## src/rtl/dtack_generator.sv

```systemverilog
// ---------------------------------------------------------------------------
// dtack_generator
//
// Bus-cycle termination stage for a 68000-style bus. It sits behind the
// address decoder and terminates each CPU bus cycle with either a data
// acknowledge or a bus error.
//   - On-chip ROM/RAM and IO: DTACK after a fixed per-region wait count.
//   - DRAM/CAN: DTACK after the matching external acknowledge.
//   - Unmapped address, or an acknowledge that never arrives: BERR when
//     the watchdog expires.
//
// Ports
//   Clk                 in   system clock, rising edge
//   Reset_H             in   synchronous active-high reset
//   AS_L                in   CPU address strobe (active low, synchronous)
//   OnChipRomSelect_H   in   decoder select: on-chip ROM   (highest priority)
//   OnChipRamSelect_H   in   decoder select: on-chip RAM
//   IOSelect_H          in   decoder select: IO space
//   DramSelect_H        in   decoder select: DRAM
//   CanBusSelect_H      in   decoder select: CAN controller (lowest priority)
//   DramDtack_L         in   acknowledge from the DRAM controller
//   CanBusDtack_L       in   acknowledge from the CAN controller
//   DtackOut_L          out  registered data acknowledge to the CPU
//   BErr_L              out  registered bus error to the CPU
//   CycleActive_H       out  high while the FSM is outside IDLE
// ---------------------------------------------------------------------------
module dtack_generator #(
    parameter int ROM_WAIT       = 0,
    parameter int RAM_WAIT       = 1,
    parameter int IO_WAIT        = 2,
    parameter int TIMEOUT_CYCLES = 255
) (
    input  logic Clk,
    input  logic Reset_H,
    input  logic AS_L,
    input  logic OnChipRomSelect_H,
    input  logic OnChipRamSelect_H,
    input  logic IOSelect_H,
    input  logic DramSelect_H,
    input  logic CanBusSelect_H,
    input  logic DramDtack_L,
    input  logic CanBusDtack_L,
    output logic DtackOut_L,
    output logic BErr_L,
    output logic CycleActive_H
);

    localparam int WDW = $clog2(TIMEOUT_CYCLES + 1);
    // The watchdog holds k after edge E0+k, so the edge that moves it from
    // TIMEOUT_CYCLES-1 to TIMEOUT_CYCLES is the timeout edge.
    localparam logic [WDW-1:0] WD_LAST = WDW'(TIMEOUT_CYCLES - 1);
    localparam logic [WDW-1:0] WD_MAX  = WDW'(TIMEOUT_CYCLES);

    typedef enum logic [1:0] {
        IDLE,
        WAIT,
        ACK,
        BERR
    } state_t;

    typedef enum logic [2:0] {
        REG_ROM,
        REG_RAM,
        REG_IO,
        REG_DRAM,
        REG_CAN,
        REG_NONE
    } region_t;

    state_t           stateReg;
    region_t          regionReg;
    logic [7:0]       waitCountReg;
    logic [WDW-1:0]   watchdogReg;
    logic             dramAckReg;
    logic             canAckReg;

    region_t          selRegion;
    logic [7:0]       selWait;
    logic             selInternal;
    logic             internalRegion;
    logic             extAckSeen;

    // Priority encode the decoder selects into the region latched at E0.
    always_comb begin
        selRegion = REG_NONE;
        selWait   = 8'd0;
        if (OnChipRomSelect_H) begin
            selRegion = REG_ROM;
            selWait   = 8'(ROM_WAIT);
        end else if (OnChipRamSelect_H) begin
            selRegion = REG_RAM;
            selWait   = 8'(RAM_WAIT);
        end else if (IOSelect_H) begin
            selRegion = REG_IO;
            selWait   = 8'(IO_WAIT);
        end else if (DramSelect_H) begin
            selRegion = REG_DRAM;
        end else if (CanBusSelect_H) begin
            selRegion = REG_CAN;
        end
    end

    assign selInternal    = OnChipRomSelect_H | OnChipRamSelect_H | IOSelect_H;
    assign internalRegion = (regionReg == REG_ROM) || (regionReg == REG_RAM) ||
                            (regionReg == REG_IO);

    // External acknowledges pass through one register stage, so an
    // acknowledge sampled low at edge E terminates the cycle at edge E+1.
    // Only the acknowledge belonging to the latched region is honoured.
    assign extAckSeen = ((regionReg == REG_DRAM) && !dramAckReg) ||
                        ((regionReg == REG_CAN)  && !canAckReg);

    always_ff @(posedge Clk) begin
        if (Reset_H) begin
            stateReg      <= IDLE;
            regionReg     <= REG_NONE;
            waitCountReg  <= 8'd0;
            watchdogReg   <= '0;
            dramAckReg    <= 1'b1;
            canAckReg     <= 1'b1;
            DtackOut_L    <= 1'b1;
            BErr_L        <= 1'b1;
            CycleActive_H <= 1'b0;
        end else begin
            dramAckReg <= DramDtack_L;
            canAckReg  <= CanBusDtack_L;

            case (stateReg)
                IDLE: begin
                    if (!AS_L) begin
                        regionReg     <= selRegion;
                        waitCountReg  <= selWait;
                        watchdogReg   <= '0;
                        CycleActive_H <= 1'b1;
                        // A zero-wait internal region acknowledges on E0 itself.
                        if (selInternal && (selWait == 8'd0)) begin
                            stateReg   <= ACK;
                            DtackOut_L <= 1'b0;
                        end else begin
                            stateReg <= WAIT;
                        end
                    end
                end

                WAIT: begin
                    if (waitCountReg != 8'd0) begin
                        waitCountReg <= waitCountReg - 8'd1;
                    end
                    if (watchdogReg != WD_MAX) begin
                        watchdogReg <= watchdogReg + WDW'(1);
                    end

                    if (AS_L) begin
                        // CPU abandoned the cycle: no DTACK, no BERR.
                        stateReg      <= IDLE;
                        CycleActive_H <= 1'b0;
                    end else if (extAckSeen ||
                                 (internalRegion && (waitCountReg <= 8'd1))) begin
                        // Acknowledge is checked before the watchdog so that
                        // a coincident acknowledge wins over the timeout.
                        stateReg   <= ACK;
                        DtackOut_L <= 1'b0;
                    end else if (watchdogReg == WD_LAST) begin
                        stateReg <= BERR;
                        BErr_L   <= 1'b0;
                    end
                end

                ACK: begin
                    if (AS_L) begin
                        stateReg      <= IDLE;
                        DtackOut_L    <= 1'b1;
                        CycleActive_H <= 1'b0;
                    end
                end

                BERR: begin
                    if (AS_L) begin
                        stateReg      <= IDLE;
                        BErr_L        <= 1'b1;
                        CycleActive_H <= 1'b0;
                    end
                end

                default: begin
                    stateReg      <= IDLE;
                    DtackOut_L    <= 1'b1;
                    BErr_L        <= 1'b1;
                    CycleActive_H <= 1'b0;
                end
            endcase
        end
    end

endmodule

```

## config.mk

```make
export PLATFORM = sky130hd
export DESIGN_NAME = dtack_generator
export DESIGN_NICKNAME = d
export VERILOG_FILES = /design/src/rtl/dtack_generator.sv
export SDC_FILE = /design/constraint.sdc
export NUM_CORES = 1
export LEC_CHECK = 0
export CAP_MARGIN = 20
export CORE_MARGIN = 2
export CORE_UTILIZATION = 56
export DETAILED_ROUTE_END_ITERATION = 6
export PLACE_DENSITY = 0.8
export SYNTH_ARGS = -nofsm -noshare
export SYNTH_HDL_FRONTEND = slang
export SYNTH_SLANG_ARGS = --single-unit
export TNS_END_PERCENT = 20
```

## constraint.sdc

```tcl
create_clock -name Clk -period 2.52 [get_ports Clk]
set_clock_uncertainty 0.2 [all_clocks]
set_input_delay 0.252 -clock Clk [delete_from_list [all_inputs] [get_ports Clk]]
set_output_delay 0.252 -clock Clk [all_outputs]
set_load 0.02 [all_outputs]
```

Yosys cells after proc, flatten, opt, wreduce, memory -nomap -nowiden
Index checks and enable logic that the tools add are counted.
{"block": "op_classes", "muxes": 34, "n_lt_le_gt_ge": 1, "n_eq_ne": 22, "reduce_logical": 26, "add_sub_neg": 2, "bitwise": 3}
{"cell": "$mux 8", "n": 4}
{"cell": "$pmux 8 s2", "n": 2}
{"cell": "$ne 2x2->1 const B", "n": 10}
{"cell": "$mux 2", "n": 9}
{"cell": "$mux 3", "n": 4}
{"cell": "$mux 1", "n": 11}
{"cell": "$reduce_and 3->1", "n": 3}
{"cell": "$add 8x1->8 const B", "n": 1}
{"cell": "$eq 8x8->1 const B", "n": 1}
{"cell": "$le 8x1->1 const B", "n": 1}
{"cell": "$logic_not 8->1", "n": 1}
{"cell": "$ne 8x8->1 const B", "n": 1}
{"cell": "$reduce_bool 8->1", "n": 1}
{"cell": "$sub 8x1->8 const B", "n": 1}
{"cell": "$eq 3x2->1 const B", "n": 2}
{"cell": "$pmux 2 s3", "n": 1}
{"cell": "$reduce_and 6->1", "n": 1}
{"cell": "$reduce_and 5->1", "n": 1}
{"cell": "$eq 2x2->1 const B", "n": 2}
{"cell": "$logic_and 1x1->1", "n": 4}
{"cell": "$logic_or 1x1->1", "n": 4}
{"cell": "$ne 2x1->1 const B", "n": 2}
{"cell": "$ne 4x4->1 const B", "n": 1}
{"cell": "$pmux 1 s2", "n": 2}
{"cell": "other kinds (14)", "n": 18}
{"block": "totals", "wordCells": 97, "inputBits": 10, "register_bits": 26, "out_inout_bits": 3}

Logic depth before layout (Yosys ltp)
Gate-level depths: netlist of run 1.
{"block": "logic_depth", "word_depth": 8, "ltp_mapped": 7, "depth_no_buf": 6}

Least setup slack after synthesis of run 1
Ideal clock, no wire load.
{"block": "synth_timing", "path_kind": "register to register", "from": "reg waitCountReg[2]", "to": "reg waitCountReg[7]", "stages_incl_launch_ff": 5, "setup_ns": 0.121, "path_slack_ns": 0.654, "t_arrival_ns": 1.545, "t_required_ns": 2.199, "path_buffers": 0, "path_cell_list": "dfxtp_1 -> or3_1 -> or3_1 -> nor4_1 -> mux2_2"}
{"block": "synth_via", "elab_chain_len": 3, "elab_cells_between_ends": 6, "cone_classes": "add/sub (1); eq/ne (1); mux (2); reduce/logical (2)"}
{"item": "start, declared", "line": "72", "rtl": "logic [7:0] waitCountReg;"}
{"item": "start signal, assigned", "line": "132", "rtl": "waitCountReg <= selWait;"}
{"item": "start signal, assigned", "line": "147", "rtl": "waitCountReg <= waitCountReg - 8'd1;"}
{"item": "$sub 8x1->8 or $reduce_bool 8->1 (tied branches)", "line": "147, 146"}
{"item": "$mux 8 or $ne 2x2->1 (tied branches)"}
{"item": "$pmux 8 s2 or $reduce_and 3->1 (tied branches)"}
Several ways; a longest one is shown, not always the timed one. The select of a mux whose other input is x is not followed.
A chain may end at the register's enable or synchronous reset.

Worst setup path after layout of run 1
{"block": "layout_timing", "from": "reg stateReg[0]", "to": "reg watchdogReg[5]"}
{"block": "layout_via", "elab_chain_len": 3, "elab_cells_between_ends": 7, "cone_classes": "eq/ne (3); mux (1); reduce/logical (3)"}
{"item": "start, declared", "line": "70", "rtl": "state_t stateReg;"}
{"item": "start signal, assigned", "line": "115", "rtl": "stateReg <= IDLE;"}
{"item": "start signal, assigned", "line": "137", "rtl": "stateReg <= ACK;"}
{"item": "start signal, assigned", "line": "140", "rtl": "stateReg <= WAIT;"}
{"item": "$eq 2x1->1 or $logic_not 2->1 (tied branches)", "line": "128", "rtl": "case (stateReg)"}
{"item": "$ne 2x2->1 (no source line) or $reduce_bool 2->1 (tied branches)"}
{"item": "$reduce_and 3->1 (no source line)"}
{"item": "end signal, assigned", "line": "150", "rtl": "watchdogReg <= watchdogReg + WDW'(1);"}
{"item": "end, declared", "line": "73", "rtl": "logic [WDW-1:0] watchdogReg;"}
Several ways; a longest one is shown, not always the timed one.

==> reports/summary.txt, run 1 <==
outcome: complete, no violations
DIE WIDTH: 54.7 um
post-DR vias/cell: 6.25
cts hold-fix bufs: 0
Rows: 18
Period minus WS final: 2070 ps
Post-CTS Repair Setup Buffers: 0
R2R Path Start: stateReg[0]$_SDFFE_PP0P_
clock sinks: 26
PwrDens: 546 mW/mm^2
post-route cell area: 0.00158 sq mm
worst hold path depth: 2
Initial Util: 58.6%
Die Height: 54.7 um
commonest non-fill, non-tap cell in the layout: dfxtp_1
Mapped Nets: 177
maximum vdd ir drop: 0.000443 V
DRT iter0 DRCs: 44
f_max: 0.484 GHz
# diodes: 0
post-synthesis adder-cell area fraction: 4.35%
number of distinct library cells after synthesis: 46
Compound-Gate Fraction of Synth Area: 21.8%
vias in the first global route: 1,126
final hold vios: 0
Layout area overhead: 9.91%
antenna viol nets, final: 0
syn avg cell area: 8.88 sq um
commonest cells after routing, fill and taps aside: 26 x dfxtp_1, 19 x nor2_1, 13 x a21oi_1, 12 x clkdlybuf4s50_1, 10 x inv_1
Post-Synth Simple-Gate Area: 26.5%
Post-DP Area: 0.00155 sq mm
Worst EP arrival: 2100 ps
Slew headroom: 65.1%
RSZ-0062 raised after global routing: no
r2r setup slk: 450 ps
Max Slew Vio Count: 0
IO Pins: 13
setup tns final: 0 ps
share of cells above drive strength 1: 11.2%
Post-Syn Area: 0.00144 sq mm
Post-Synthesis Cells: 162
required time worst endpoint: 2560 ps
leak pwr: 0.550 nW
Final period util: 82.0%
post-detail-place hpwl: 2100 um
max-cap violations: 0
Worst Reg2Reg Path Length in Cells: 4
Synth Area in XOR/XNOR: 2.43%
sequential area share after synthesis: 36.2%
clock-pin slew on the worst setup and hold paths: 140 ps
Setup crit end: watchdogReg[5]$_SDFFE_PP0P_
largest net degree at the start of global routing: 18
Core ar.: 0.00245 sq mm
Buffers on Ports: 12
Detailed Routing Iterations Pass 1: 4
via count of the routed design: 1,250
synthesized flop and latch total: 26
global-route wire length before repair: 4720 um
CTS buffer count: 3
fin nets: 186
initial antenna violation count: 0
RR Endpoint: watchdogReg[5]$_SDFFE_PP0P_
# DRC: 0
final setup vio count: 0
final wirelength: 2870 um
Worst Setup End Kind: flop
CP max FO: 14
Setup crit start: stateReg[0]$_SDFFE_PP0P_
YS warnings: 0
post-cts resize count: 0
GRT Overall Usage: 21.6%
crit path launch type: flop
worst-margin pin slew: 510 ps
hold crit path type: in -> reg
gr ovfl total: 0
CTS H-tree depth: 1
Clock Path Buffers: 2
CTS tree: built
post-DR wirelength/cell: 14.4 um
critical path class: reg -> reg
CTS root buf: clkbuf_4
Die Footprint: 0.00299 sq mm
mux cell area share after synthesis: 1.48%
routability cong.: 0.770
largest family of logic cells by synthesized area: simple AND/OR/NAND/NOR gates
later-pin clock latency in the skew report: 320 ps
[worst max-delay path: stages, from the launching register on]
cell and delay (ps):
dfxtp_1 630, nand2b_1 340, a2111oi_0 560, xnor2_1 190, nor2_1 60
[cells by family (layout without fill, tap and decap cells)]
kind of cell	count (synthesis)	count (layout)
flops	26	26
xor+xnor	4	4
fa+ha+maj	5	5
simple gates	64	64
buf+inv	20	28
compound gates	41	41
mux	2	2
[flip-flops by register name, indices dropped and copies added, names as in the netlist]
| name | count |
|---|---|
| CycleActive_H | 1 |
| regionReg | 3 |
| BErr_L | 1 |
| waitCountReg | 8 |
| dramAckReg | 1 |
| stateReg | 2 |
| DtackOut_L | 1 |
| watchdogReg | 8 |
| canAckReg | 1 |
[routing by layer]
| layer | global-route usage [%] | vias up | wire, um |
|---|---|---|---|
| li1 | - | 621 | - |
| met1 | 26.9 | 595 | 1290 |
| met2 | 37.3 | 30 | 1430 |
| met3 | 3.28 | 4 | 124 |
| met4 | 7.50 | 0 | 27 |
| met5 | 0 | - | 0 |
[synth_stat cells (all sizes together)]
library cell / instances / share of area, %
or2: 3 / 1.3
a2111oi: 5 / 4.4
inv: 10 / 2.6
nand4b: 1 / 0.61
nand2b: 3 / 1.3
nor3: 5 / 1.7
o211a: 1 / 0.70
nand4: 3 / 1.3
dfxtp: 26 / 36
and4: 1 / 0.61
a211o: 1 / 0.61
and3: 2 / 1.2
ha: 5 / 4.3
nor4: 3 / 1.3
xnor2: 4 / 2.4
a31o: 1 / 0.61
mux2i: 1 / 0.70
buf: 8 / 4.0
mux2: 1 / 0.78
o31ai: 4 / 2.1
or4: 3 / 1.8
o21ai: 4 / 1.4
a211oi: 4 / 2.4
nand4bb: 2 / 2.7
clkbuf: 2 / 0.61
a311oi: 3 / 1.8
or3: 7 / 3.1
nor2: 19 / 5.0
nor4b: 1 / 0.61
or4b: 1 / 0.70
o211ai: 1 / 1.5
a31oi: 4 / 1.7
a21oi: 13 / 4.5
nand2: 4 / 1.0
nand3: 5 / 1.7
nor2b: 1 / 0.44
[stage by stage]
| step | cells | total power, mW | hold WS, ps | utilization [%] | worst slack, ps |
|---|---|---|---|---|---|
| 2_1_floorplan | 162 | 0.610 | 154 | - | 654 |
| 3_3_place_gp | 196 | 0.648 | 255 | 62.9 | 282 |
| 3_5_place_dp | 196 | 0.656 | 265 | 62.9 | 209 |
| 4_1_cts | 200 | 0.868 | 277 | 64.4 | 469 |
| 5_1_grt | 200 | 0.906 | 296 | 64.4 | 309 |
| 6_report | 200 | 0.863 | 275 | 64.4 | 454 |
[worst min-delay path by stage]
| stage | from | endpoint | slack, ps |
|---|---|---|---|
| after detailed placement | CycleActive_H$_SDFFE_PP0P_ | CycleActive_H$_SDFFE_PP0P_ | 260 |
| final | DramDtack_L | dramAckReg$_SDFF_PP1_ | 270 |
| after global placement | CycleActive_H$_SDFFE_PP0P_ | CycleActive_H$_SDFFE_PP0P_ | 250 |
| after CTS | DramDtack_L | dramAckReg$_SDFF_PP1_ | 280 |
| after floorplan | OnChipRomSelect_H | regionReg[0]$_SDFFE_PP1P_ | 150 |
| after global routing | CanBusDtack_L | canAckReg$_SDFF_PP1_ | 300 |
[report_power, final]
part / total [mW] / switching, mW / internal, mW
Clock: 0.214 / 0.126 / 0.0884
Sequential: 0.460 / 0.0243 / 0.435
Combinational: 0.189 / 0.0986 / 0.0902
Total: 0.863 / 0.249 / 0.614
[cell type report]
type,count,area (sq um)
Fill cell,217,873
Multi-Input combinational cell,116,815
Sequential cell,26,520
Timing Repair Buffer,14,135
Inverter,10,37.5
Tap cell,30,37.5
Clock buffer,4,36.3
Power figures use the tool's default switching activity.
==> run 2, diff against run 1 <==
Settings changed: CORE_UTILIZATION 56 to 51, PLACE_DENSITY 0.8 to 0.77.
Clock period 2.52 ns to 1.7 ns, I/O delays scaled along.
==> reports/summary.txt, run 2 (synthesized netlist as in run 1, its figures left out) <==
later-pin clock latency in the skew report: 340 ps
cts hold-fix bufs: 0
top flop regs: waitCountReg: 8 flops, watchdogReg: 8 flops, regionReg: 3 flops
Filler cells: 189
Clock Path Buffers: 2
DRT iter0 DRCs: 63
CTS buffer count: 3
clock sinks: 26
f_max: 0.516 GHz
via count of the routed design: 1,429
largest net degree at the start of global routing: 16
initial antenna violation count: 0
Max Slew Vio Count: 0
post-route cell area: 0.00197 sq mm
maximum vdd ir drop: 0.000536 V
switch share: 28.4%
Placed Cells incl. Taps: 231
share of cells above drive strength 1: 38.3%
DIE WIDTH: 57.1 um
Post-DP Area: 0.00180 sq mm
hold crit path type: in -> reg
net switching power: 0.440 mW
Worst Hold Path EP: canAckReg$_SDFF_PP1_
Slew headroom: 64.6%
commonest cells after routing, fill and taps aside: 36 x buf_4, 20 x dfxtp_1, 18 x nor2_1, 11 x a21oi_1, 10 x inv_1
commonest non-fill, non-tap cell in the layout: buf_4
CP max FO: 5
max-cap violations: 0
required time worst endpoint: 1750 ps
worst-margin pin slew: 518 ps
final wirelength: 3910 um
global-route wire length before repair: 5980 um
gr ovfl total: 0
CTS tree: built
Buffers on Ports: 12
critical path class: reg -> reg
r2r setup slk: -240 ps
# diodes: 0
Die Height: 57.1 um
post-detail-place hpwl: 2630 um
R2R Path Start: waitCountReg[4]$_SDFFE_PP0P_
hold_ws: 199 ps
CTS H-tree depth: 1
RSZ-0062 raised after global routing: yes
Detailed Routing Iterations Pass 1: 4
Rows: 19
power after layout: 1.55 mW
hold path start: CanBusDtack_L
Worst EP arrival: 1990 ps
RR Endpoint: stateReg[1]$_SDFFE_PP0P_
Layout area overhead: 37.0%
antenna viol nets, final: 0
PwrDens: 786 mW/mm^2
Setup crit start: waitCountReg[4]$_SDFFE_PP0P_
vias in the first global route: 1,394
post-DR vias/cell: 6.03
final hold vios: 0
crit path launch type: flop
power share of the clock group: 29.0%
Worst Setup End Kind: flop
Core ar.: 0.00271 sq mm
Worst Reg2Reg Path Length in Cells: 4
worst hold path depth: 2
combinational share of power: 27.5%
final setup vio count: 11
internal power: 1.11 mW
sequential share of power: 43.5%
Period minus WS final: 1940 ps
clock-pin slew on the worst setup and hold paths: 160 ps
# DRC: 0
CTS root buf: clkbuf_4
setup tns final: -1570 ps
Initial Util: 53.1%
outcome: finished, violations left
Final period util: 114%
IO Pins: 13
routability cong.: 0.838
post-DR wirelength/cell: 16.5 um
Die Footprint: 0.00326 sq mm
post-route setup slack: -236 ps
violated checks: negative setup slack
leak pwr: 0.757 nW
fin nets: 222
GRT Overall Usage: 23.6%
Finished Layout Cells: 237
-- run 2: cell types whose count changed in the layout (fill, tap and decap cells not counted), sizes merged --
cell	previous run	this run
clkdlybuf4s50	12	9
dlygate4sd2	0	1
buf	2	38
clkbuf	4	3
dlymetal6s2s	0	2
bufinv	0	1
-- run 2: final cells by class --
cell class	count	area [sq um]	area share, %
Sequential cell	26	528	26.8
Tap cell	31	38.8	1.97
Clock buffer	3	22.5	1.14
Timing Repair Buffer	50	417	21.1
Multi-Input combinational cell	116	897	45.5
Clock inverter	1	30.0	1.52
Inverter	10	37.5	1.90
-- run 2: worst max-delay path, stage by stage (launching register included) --
cell       delay, ps
dfxtp_2          360
or4_4            580
nand4bb_4        240
and3_4           200
a2111oi_4        280
-- run 2: worst max path at each step --
stage | to | slack (ps) | cells after the start
after detailed placement | waitCountReg[7]$_SDFFE_PP0P_ | -290 | 5
after global routing | stateReg[1]$_SDFFE_PP0P_ | -290 | 4
final | stateReg[1]$_SDFFE_PP0P_ | -240 | 4
after global placement | waitCountReg[7]$_SDFFE_PP0P_ | -210 | 5
after floorplan | waitCountReg[7]$_SDFFE_PP0P_ | -170 | 4
after CTS | waitCountReg[7]$_SDFFE_PP0P_ | -230 | 4
-- run 2: power by group through the flow --
| stage | clock network (mW) | registers (mW) | logic (mW) |
|---|---|---|---|
| 2_1_floorplan | 0 | 0.687 | 0.217 |
| 3_3_place_gp | 0 | 0.680 | 0.352 |
| 5_1_grt | 0.473 | 0.677 | 0.456 |
| 4_1_cts | 0.447 | 0.670 | 0.386 |
| 3_5_place_dp | 0 | 0.682 | 0.370 |
| 6_report | 0.450 | 0.673 | 0.426 |
-- run 2: per-layer routing --
| metal | vias to the layer above | global-route usage [%] | wire, um |
|---|---|---|---|
| li1 | 687 | - | - |
| met1 | 676 | 26.4 | 1570 |
| met2 | 55 | 41.9 | 2080 |
| met3 | 11 | 4.76 | 172 |
| met4 | 0 | 12.6 | 84 |
| met5 | - | 0 | 0 |
-- run 2: timing repair --
item,4_1_cts,5_1_grt
resized for setup,11,21
pin swaps,2,3
setup buffers,1,1
setup endpoints to repair,16,21
-- run 2: metrics by stage --
step / setup WS, ps / util, %
6_report: -236 / 72.7
5_1_grt: -290 / 72.7
4_1_cts: -234 / 69.8
3_5_place_dp: -289 / 66.5
3_3_place_gp: -213 / 66.5
2_1_floorplan: -166 / -
